==> src/rtl/batchnorm_seq_ctrl.sv <==
// batchnorm_seq_ctrl: per-channel BN parameter fetch, pixel issue and drain sequencer.
// Define BN_PARAM_PREFETCH_EN to prefetch the next channel's parameters into shadow registers.
module batchnorm_seq_ctrl #(
  parameter int IMG_H  = 256,
  parameter int IMG_W  = 256,
  parameter int NUM_CH = 64,
  parameter int PIX_AW = 16,
  parameter int CH_AW  = 6,
  parameter int OUT_W  = 4
) (
  input  logic              clk,
  input  logic              rst,
  input  logic              start_i,
  output logic              busy_o,
  output logic              done_o,
  output logic              err_o,
  output logic              param_rd_en_o,
  output logic [CH_AW-1:0]  param_rd_addr_o,
  input  logic [7:0]        param_mean_i,
  input  logic [7:0]        param_var_i,
  output logic [7:0]        bn_mean_o,
  output logic [7:0]        bn_var_o,
  output logic              bn_param_load_o,
  output logic              pix_valid_o,
  input  logic              pix_ready_i,
  output logic [PIX_AW-1:0] pix_addr_o,
  output logic [CH_AW-1:0]  pix_ch_o,
  input  logic              dp_out_valid_i
);
  localparam logic [PIX_AW-1:0] LAST_PIX = PIX_AW'(IMG_H * IMG_W - 1);
  localparam logic [CH_AW-1:0]  LAST_CH  = CH_AW'(NUM_CH - 1);
  typedef enum logic [2:0] {IDLE, FETCH, LOAD, STREAM, DRAIN, DONE} state_t;
  state_t            state_q, state_d;
  logic [CH_AW-1:0]  ch_q, ch_d;
  logic [PIX_AW-1:0] pix_q, pix_d;
  logic [OUT_W-1:0]  out_q, out_d;
  logic [7:0]        mean_q, mean_d, var_q, var_d;
  logic              err_q, err_d, load_q, load_d;
  logic              acc, xfer, ret_ok, pf_rd;
  assign acc    = state_q == IDLE && start_i;
  assign xfer   = pix_valid_o && pix_ready_i;
  assign ret_ok = dp_out_valid_i && out_q != '0;
`ifdef BN_PARAM_PREFETCH_EN
  logic       pf_cap_q;
  logic [7:0] sh_mean_q, sh_var_q;
  // Next channel's parameters are requested on the first cycle of each stream.
  assign pf_rd = state_q == STREAM && load_q && ch_q != LAST_CH;
  always_ff @(posedge clk or posedge rst)
    if (rst) begin
      pf_cap_q  <= 1'b0;
      sh_mean_q <= '0;
      sh_var_q  <= '0;
    end else begin
      pf_cap_q <= pf_rd;
      if (pf_cap_q) begin
        sh_mean_q <= param_mean_i;
        sh_var_q  <= param_var_i;
      end
    end
`else
  assign pf_rd = 1'b0;
`endif
  always_comb begin
    state_d = state_q;
    ch_d    = ch_q;
    pix_d   = pix_q;
    mean_d  = mean_q;
    var_d   = var_q;
    load_d  = 1'b0;
    out_d   = acc ? '0 : out_q + OUT_W'(xfer) - OUT_W'(ret_ok);
    err_d   = acc ? 1'b0 : err_q | (dp_out_valid_i && out_q == '0);
    unique case (state_q)
      IDLE: if (start_i) begin
        state_d = FETCH;
        ch_d    = '0;
        pix_d   = '0;
      end
      FETCH: state_d = LOAD;
      LOAD: begin
        state_d = STREAM;
        mean_d  = param_mean_i;
        var_d   = param_var_i;
        load_d  = 1'b1;
      end
      STREAM: if (xfer) begin
        pix_d   = pix_q == LAST_PIX ? '0 : pix_q + 1'b1;
        state_d = pix_q == LAST_PIX ? DRAIN : STREAM;
      end
      DRAIN: if (out_q == '0) begin
        if (ch_q == LAST_CH) state_d = DONE;
        else begin
          ch_d = ch_q + 1'b1;
`ifdef BN_PARAM_PREFETCH_EN
          state_d = STREAM;
          mean_d  = sh_mean_q;
          var_d   = sh_var_q;
          load_d  = 1'b1;
`else
          state_d = FETCH;
`endif
        end
      end
      DONE: state_d = IDLE;
      default: state_d = IDLE;
    endcase
  end
  always_ff @(posedge clk or posedge rst)
    if (rst) begin
      state_q <= IDLE;
      ch_q    <= '0;
      pix_q   <= '0;
      out_q   <= '0;
      mean_q  <= '0;
      var_q   <= '0;
      err_q   <= 1'b0;
      load_q  <= 1'b0;
    end else begin
      state_q <= state_d;
      ch_q    <= ch_d;
      pix_q   <= pix_d;
      out_q   <= out_d;
      mean_q  <= mean_d;
      var_q   <= var_d;
      err_q   <= err_d;
      load_q  <= load_d;
    end
  // Issue is withheld while the outstanding counter is saturated.
  assign pix_valid_o     = state_q == STREAM && !(&out_q);
  assign busy_o          = state_q != IDLE;
  assign done_o          = state_q == DONE;
  assign err_o           = err_q;
  assign param_rd_en_o   = state_q == FETCH || pf_rd;
  assign param_rd_addr_o = pf_rd ? ch_q + 1'b1 : ch_q;
  assign bn_mean_o       = mean_q;
  assign bn_var_o        = var_q;
  assign bn_param_load_o = load_q;
  assign pix_addr_o      = pix_q;
  assign pix_ch_o        = ch_q;
endmodule

==> config.mk <==
export PLATFORM = sky130hd
export DESIGN_NAME = batchnorm_seq_ctrl
export DESIGN_NICKNAME = d
export VERILOG_FILES = /design/src/rtl/batchnorm_seq_ctrl.sv
export SDC_FILE = /design/constraint.sdc
export NUM_CORES = 1
export LEC_CHECK = 0
export CAP_MARGIN = 20
export CORE_MARGIN = 2
export CORE_UTILIZATION = 48
export DETAILED_ROUTE_END_ITERATION = 12
export GPL_ROUTABILITY_DRIVEN = 0
export PLACE_DENSITY_LB_ADDON = 0.2
export SYNTH_ARGS = -nofsm -noshare
export SYNTH_HDL_FRONTEND = slang
export SYNTH_SLANG_ARGS = --single-unit
==> constraint.sdc <==
create_clock -name clk -period 2.9 [get_ports clk]
set_input_delay 0.29 -clock clk [delete_from_list [all_inputs] [get_ports clk]]
set_output_delay 0.29 -clock clk [all_outputs]
set_load 0.03 [all_outputs]
### Word level (Yosys, flattened, before mapping)

Cells that the tools add are included.

* flip-flop bits (word level): 47
* input bits: 21
* output and inout port bits: 50

* bitwise operators: 1
* equality and inequality tests: 11
* $add $sub $neg: 4
* mux-type cells: 17
* reductions and logical operators: 16

Operator list (count)
* 16-bit 2-to-1 mux: 3
* 16-bit case mux with 2 select lines: 1
* 6-bit 2-to-1 mux: 3
* 16-bit by 1-bit adder with 16-bit output (second input constant): 1
* 16-bit == test (second input constant): 1
* 3-bit 2-to-1 mux: 5
* 3-bit case mux with 5 select lines: 1
* 6-bit case mux with 2 select lines: 1
* 2-bit inequality test (second input constant): 4
* 4-bit AND reduction: 2
* 6-bit by 1-bit adder with 6-bit output (second input constant): 1
* 3-bit by 2-bit == test with 1-bit output (second input constant): 2
* 3-bit == test (second input constant): 2
* 6-bit == test (second input constant): 1
* 3-bit AND reduction: 2
* 1-bit logical AND: 5
* 4-bit by 1-bit adder with 4-bit output: 1
* 4-bit logical NOT: 1
* 4-bit 2-to-1 mux: 1
* 2-bit nonzero test: 2
* 4-bit nonzero test: 1
* 4-bit by 1-bit subtractor with 4-bit output: 1
* 3-bit by 1-bit == test with 1-bit output (second input constant): 1
* 3-bit logical NOT: 1
* 4 further kinds: 5

### Depth between registers and ports, before layout

* depth after elaboration: 7
* gate-level depth with buffers: 13

### Worst setup path after synthesis

No wires, ideal clock.

* kind: reg2reg
* start: reg state_q[2]
* end: reg out_q[2]
* stages on the path, launching flop included: 12
* clock period less this slack: 2.331 ns
* setup time: 0.131 ns
* slack: 0.569 ns
* arrival: 2.200 ns
* cells stage by stage: dfrtp_1 and3b_1 buf_2 and3_1 buf_2 inv_2 ha_1 inv_1 ha_1 fa_1 xnor2_1 nor2_1

* cells in the longest elaborated chain, start to end: 6
* elaborated cells between the ends (all ways): 8
* those cells by class: 2 x add/sub; 1 x eq/ne; 1 x mux; 4 x reduce/logical

Ends and longest elaborated chain
* from (decl): line 33 `state_t state_q, state_d;`
* from (signal assigned): line 118 `state_q <= state_d;`
* 3-bit by 2-bit == test with 1-bit output: line 128 `assign pix_valid_o = state_q == STREAM && !(&out_q);`
* 1-bit logical AND: line 128
* 1-bit logical AND: line 41 `assign xfer = pix_valid_o && pix_ready_i;`
* 4-bit by 1-bit adder with 4-bit output: line 70 `out_d = acc ? '0 : out_q + OUT_W'(xfer) - OUT_W'(ret_ok);`
* 4-bit by 1-bit subtractor with 4-bit output: line 70
* 4-bit 2-to-1 mux (*): line 70
* named net out_d[2]: line 36 `logic [OUT_W-1:0] out_q, out_d;`
* to (signal assigned): line 121 `out_q <= out_d;`
* to (decl): line 36

The timed path passes the listed nets; every way through them passes the cells marked *.
A chain may end at the register's enable or synchronous reset.

### Final worst setup path

* start: reg state_q[1]
* end: reg out_q[2]

Same word-level chain as after synthesis.

==> out/metrics.csv <==
stage,metric,value,unit
run_status,status,"complete, no violations",
grt,vias in the first global route,1963,
timing,Final period util,84.1,%
floorplan,cell row count,26,
timing,# setup viols final,0,
route,TritonRoute pass-1 iters,4,
cells_and_area,share of cells above drive strength 1,12.9,%
logic_synthesis,post-synthesis sequential area ratio,46.4,%
route,final wirelength,5800,microns
clocking,post-cts resize count,0,
clocking,clock slew seen by the registers of the worst setup and hold paths,0.09,ns
critical_path,CP max FO,10,
logic_synthesis,Synth async-reset ratio,100,%
logic_synthesis,Avg Inst Size Synth,10.4,sq um
place,Post-DP Area,3250,sq um
place,detailed placer's ending HPWL,4090,microns
power,Peak VDD IR,0.000523,V
power,P_leak,0.00143,uW
critical_path,CP Launch Type,flip-flop,
timing,Slew HR,56.1,%
cells_and_area,# diodes,0,
clocking,Max clock buf depth,2,
run,# Max-Cap Violations,0,
timing,final hold vios,0,
floorplan,io pins,71,
logic_synthesis,synthesized instance count,245,
min_path,Hold Path Class,in2async,
logic_synthesis,number of synthesized register bits,47,
route,DR WL/cell,15.2,microns
cells_and_area,post-layout util,65.9,%
route,Antenna Nets Post-Route,0,
clocking,CTS sink cnt,47,
logic_synthesis,Syn Nets,275,
floorplan,Starting Density,49.7,%
floorplan,Die Wd,76.7,microns
grt,antenna violations before repair,0,
timing,max-slew violation count,0,
logic_synthesis,Netlist cell types,60,
timing,setup TNS,0,ns
clocking,total CTS buffers,5,
logic_synthesis,Post-synth EDFFs,0,
route,Starting DRT DRC Count,132,
grt,largest net degree at the start of global routing,48,
route,detail-routed via count per cell,5.61,
timing,WHS,0.320,ns
floorplan,Die Ht,76.7,microns
logic_synthesis,Ys Warns,0,
power,pwr dens,642,nW/um^2
cells_and_area,Final Cell Area,3370,sq um
critical_path,critical path data arrival time,2.64,ns
clocking,root buffer cell,clkbuf_8,
timing,RSZ-0062 raised after global routing,no,
logic_synthesis,ys flop type,dfrtp_1,
timing,fmax,0.410,GHz
grt,total track usage,20.1,%
cells_and_area,FILL cells,434,
clocking,Post-CTS Hold Fix Bufs,0,
grt,first-pass GRT wire length,9600,microns
cells_and_area,Layout area overhead,32.7,%
timing,Slew @ Worst Pin,0.652,ns
route,drt drc,0,
critical_path,WS Path Type,reg2reg,
route,DR vias,2139,
clocking,H-tree levels,2,
critical_path,crit end category,flip-flop,
floorplan,Die Area,5880,sq um
cells_and_area,"commonest non-fill, non-tap cell in the layout",clkdlybuf4s50_1,
logic_synthesis,Syn Std Cell Area,2540,sq um
clocking,post-CTS setup buffer count,0,
cells_and_area,most frequent cells in the layout,"clkdlybuf4s50_1 (70), dfrtp_1 (47), nand2_1 (21), nand3_1 (17), mux2_2 (16)",
place,# port buffers,70,
timing,clock skew,0.00946,ns
floorplan,CORE AREA,5110,sq um
clocking,CTS tree,yes,
grt,GR Overflow Total,0,
clocking,Worst-Skew Late Latency,0.31,ns
timing,Final Critical Period,2.44,ns
cells_and_area,"Net count, final",340,
critical_path,CP required,3.10,ns
-- metrics by stage --
| step | cells | power [uW] | setup slack, ns |
|---|---|---|---|
| 2_1_floorplan | 245 | 1430 | 0.569 |
| 3_3_place_gp | 372 | 1720 | 0.533 |
| 3_5_place_dp | 372 | 1740 | 0.478 |
| 4_1_cts | 380 | 2180 | 0.457 |
| 6_report | 381 | 2160 | 0.460 |
| 5_1_grt | 381 | 2320 | 0.268 |
-- Yosys cell counts, types with 2 or more instances --
library cell,number,area (sq um)
dfrtp_1,47,1180
nand2_1,21,78.8
nand3_1,17,85.1
mux2_2,16,180
nor2_1,13,48.8
o21ai_0,13,65.1
inv_1,11,41.3
ha_1,8,100
a31oi_1,7,43.8
buf_4,7,52.6
a41oi_1,5,43.8
buf_2,5,25.0
a21oi_1,4,20.0
o31ai_1,4,30.0
and2_1,3,18.8
and3_1,3,18.8
clkbuf_1,3,11.3
nand4_1,3,18.8
nor2b_1,3,18.8
nor3_1,3,15.0
and4_1,2,17.5
nand4_2,2,25.0
nor3b_1,2,15.0
nor3b_2,2,25.0
nor4_1,2,12.5
o211ai_1,2,15.0
o41ai_1,2,17.5
or3_1,2,12.5
xnor2_1,2,17.5
-- worst max-delay path, cell delays in order, from the launching register on --
cell and delay [ns]:
dfrtp_1 0.52, and3b_1 0.42, and3_1 0.25, inv_2 0.05, ha_1 0.27, inv_1 0.04
ha_1 0.20, fa_1 0.38, xnor2_1 0.16, nor2_1 0.05
-- routing by layer --
layer / track usage, % / share of wire, % / vias up / wire, microns
li1: - / - / 1034 / -
met1: 28.0 / 48 / 1023 / 2780
met2: 31.7 / 46 / 75 / 2650
met3: 4.35 / 5.3 / 7 / 306
met4: 6.00 / 1.2 / 0 / 70
met5: 0 / 0 / - / 0
-- power breakdown --
part           internal, uW  switching (uW)  leakage, uW
Clock                   218             214    0.0000515
Sequential              770             135     0.000590
Combinational           371             455     0.000785
Total                  1360             804      0.00143
-- final cells by class --
cell class              instances  area, sq um  area share (%)
flip-flops and latches         47         1180            34.9
repair buffers                 75          751            22.3
clock buffers                   8          100            2.97
multi-input cells             169         1210            35.8
inverters                      12         45.0            1.34
well taps                      70         87.6            2.60
-- final timing paths --
check	from	endpoint	slack, ns	cells after the start
setup / recovery	state_q[1]	out_q[2]	0.46	9
setup reg to reg	state_q[1]	out_q[2]	0.46	9
hold / removal	rst	pix_addr_o[3]	0.32	2
hold reg to reg	bn_var_o[6]	bn_var_o[6]	0.51	1
min in group clk	bn_var_o[6]	bn_var_o[6]	0.51	1
max in group asynchronous	rst	bn_var_o[4]	2.08	3
-- registers in the layout (all words and copies together), names as in the netlist --
register,cells
bn_mean_o,8
bn_param_load_o,1
bn_var_o,8
err_o,1
out_q,4
param_rd_addr_o,6
pix_addr_o,16
state_q,3
-- cells by family (layout without fill, tap and decap cells) --
| group | count (synthesis) | after routing | share of synthesized area [%] |
|---|---|---|---|
| AO/OA/AOI/OAI | 54 | 54 | 15.2 |
| XOR/XNOR | 3 | 3 | 1.04 |
| adder cells (fa/ha/maj) | 9 | 9 | 4.74 |
| buffers and inverters | 29 | 95 | 6.31 |
| flip-flops | 47 | 47 | 46.4 |
| multiplexers | 16 | 16 | 7.10 |
| AND/OR/NAND/NOR | 87 | 87 | 19.2 |
(Power assumes the default switching activity.)
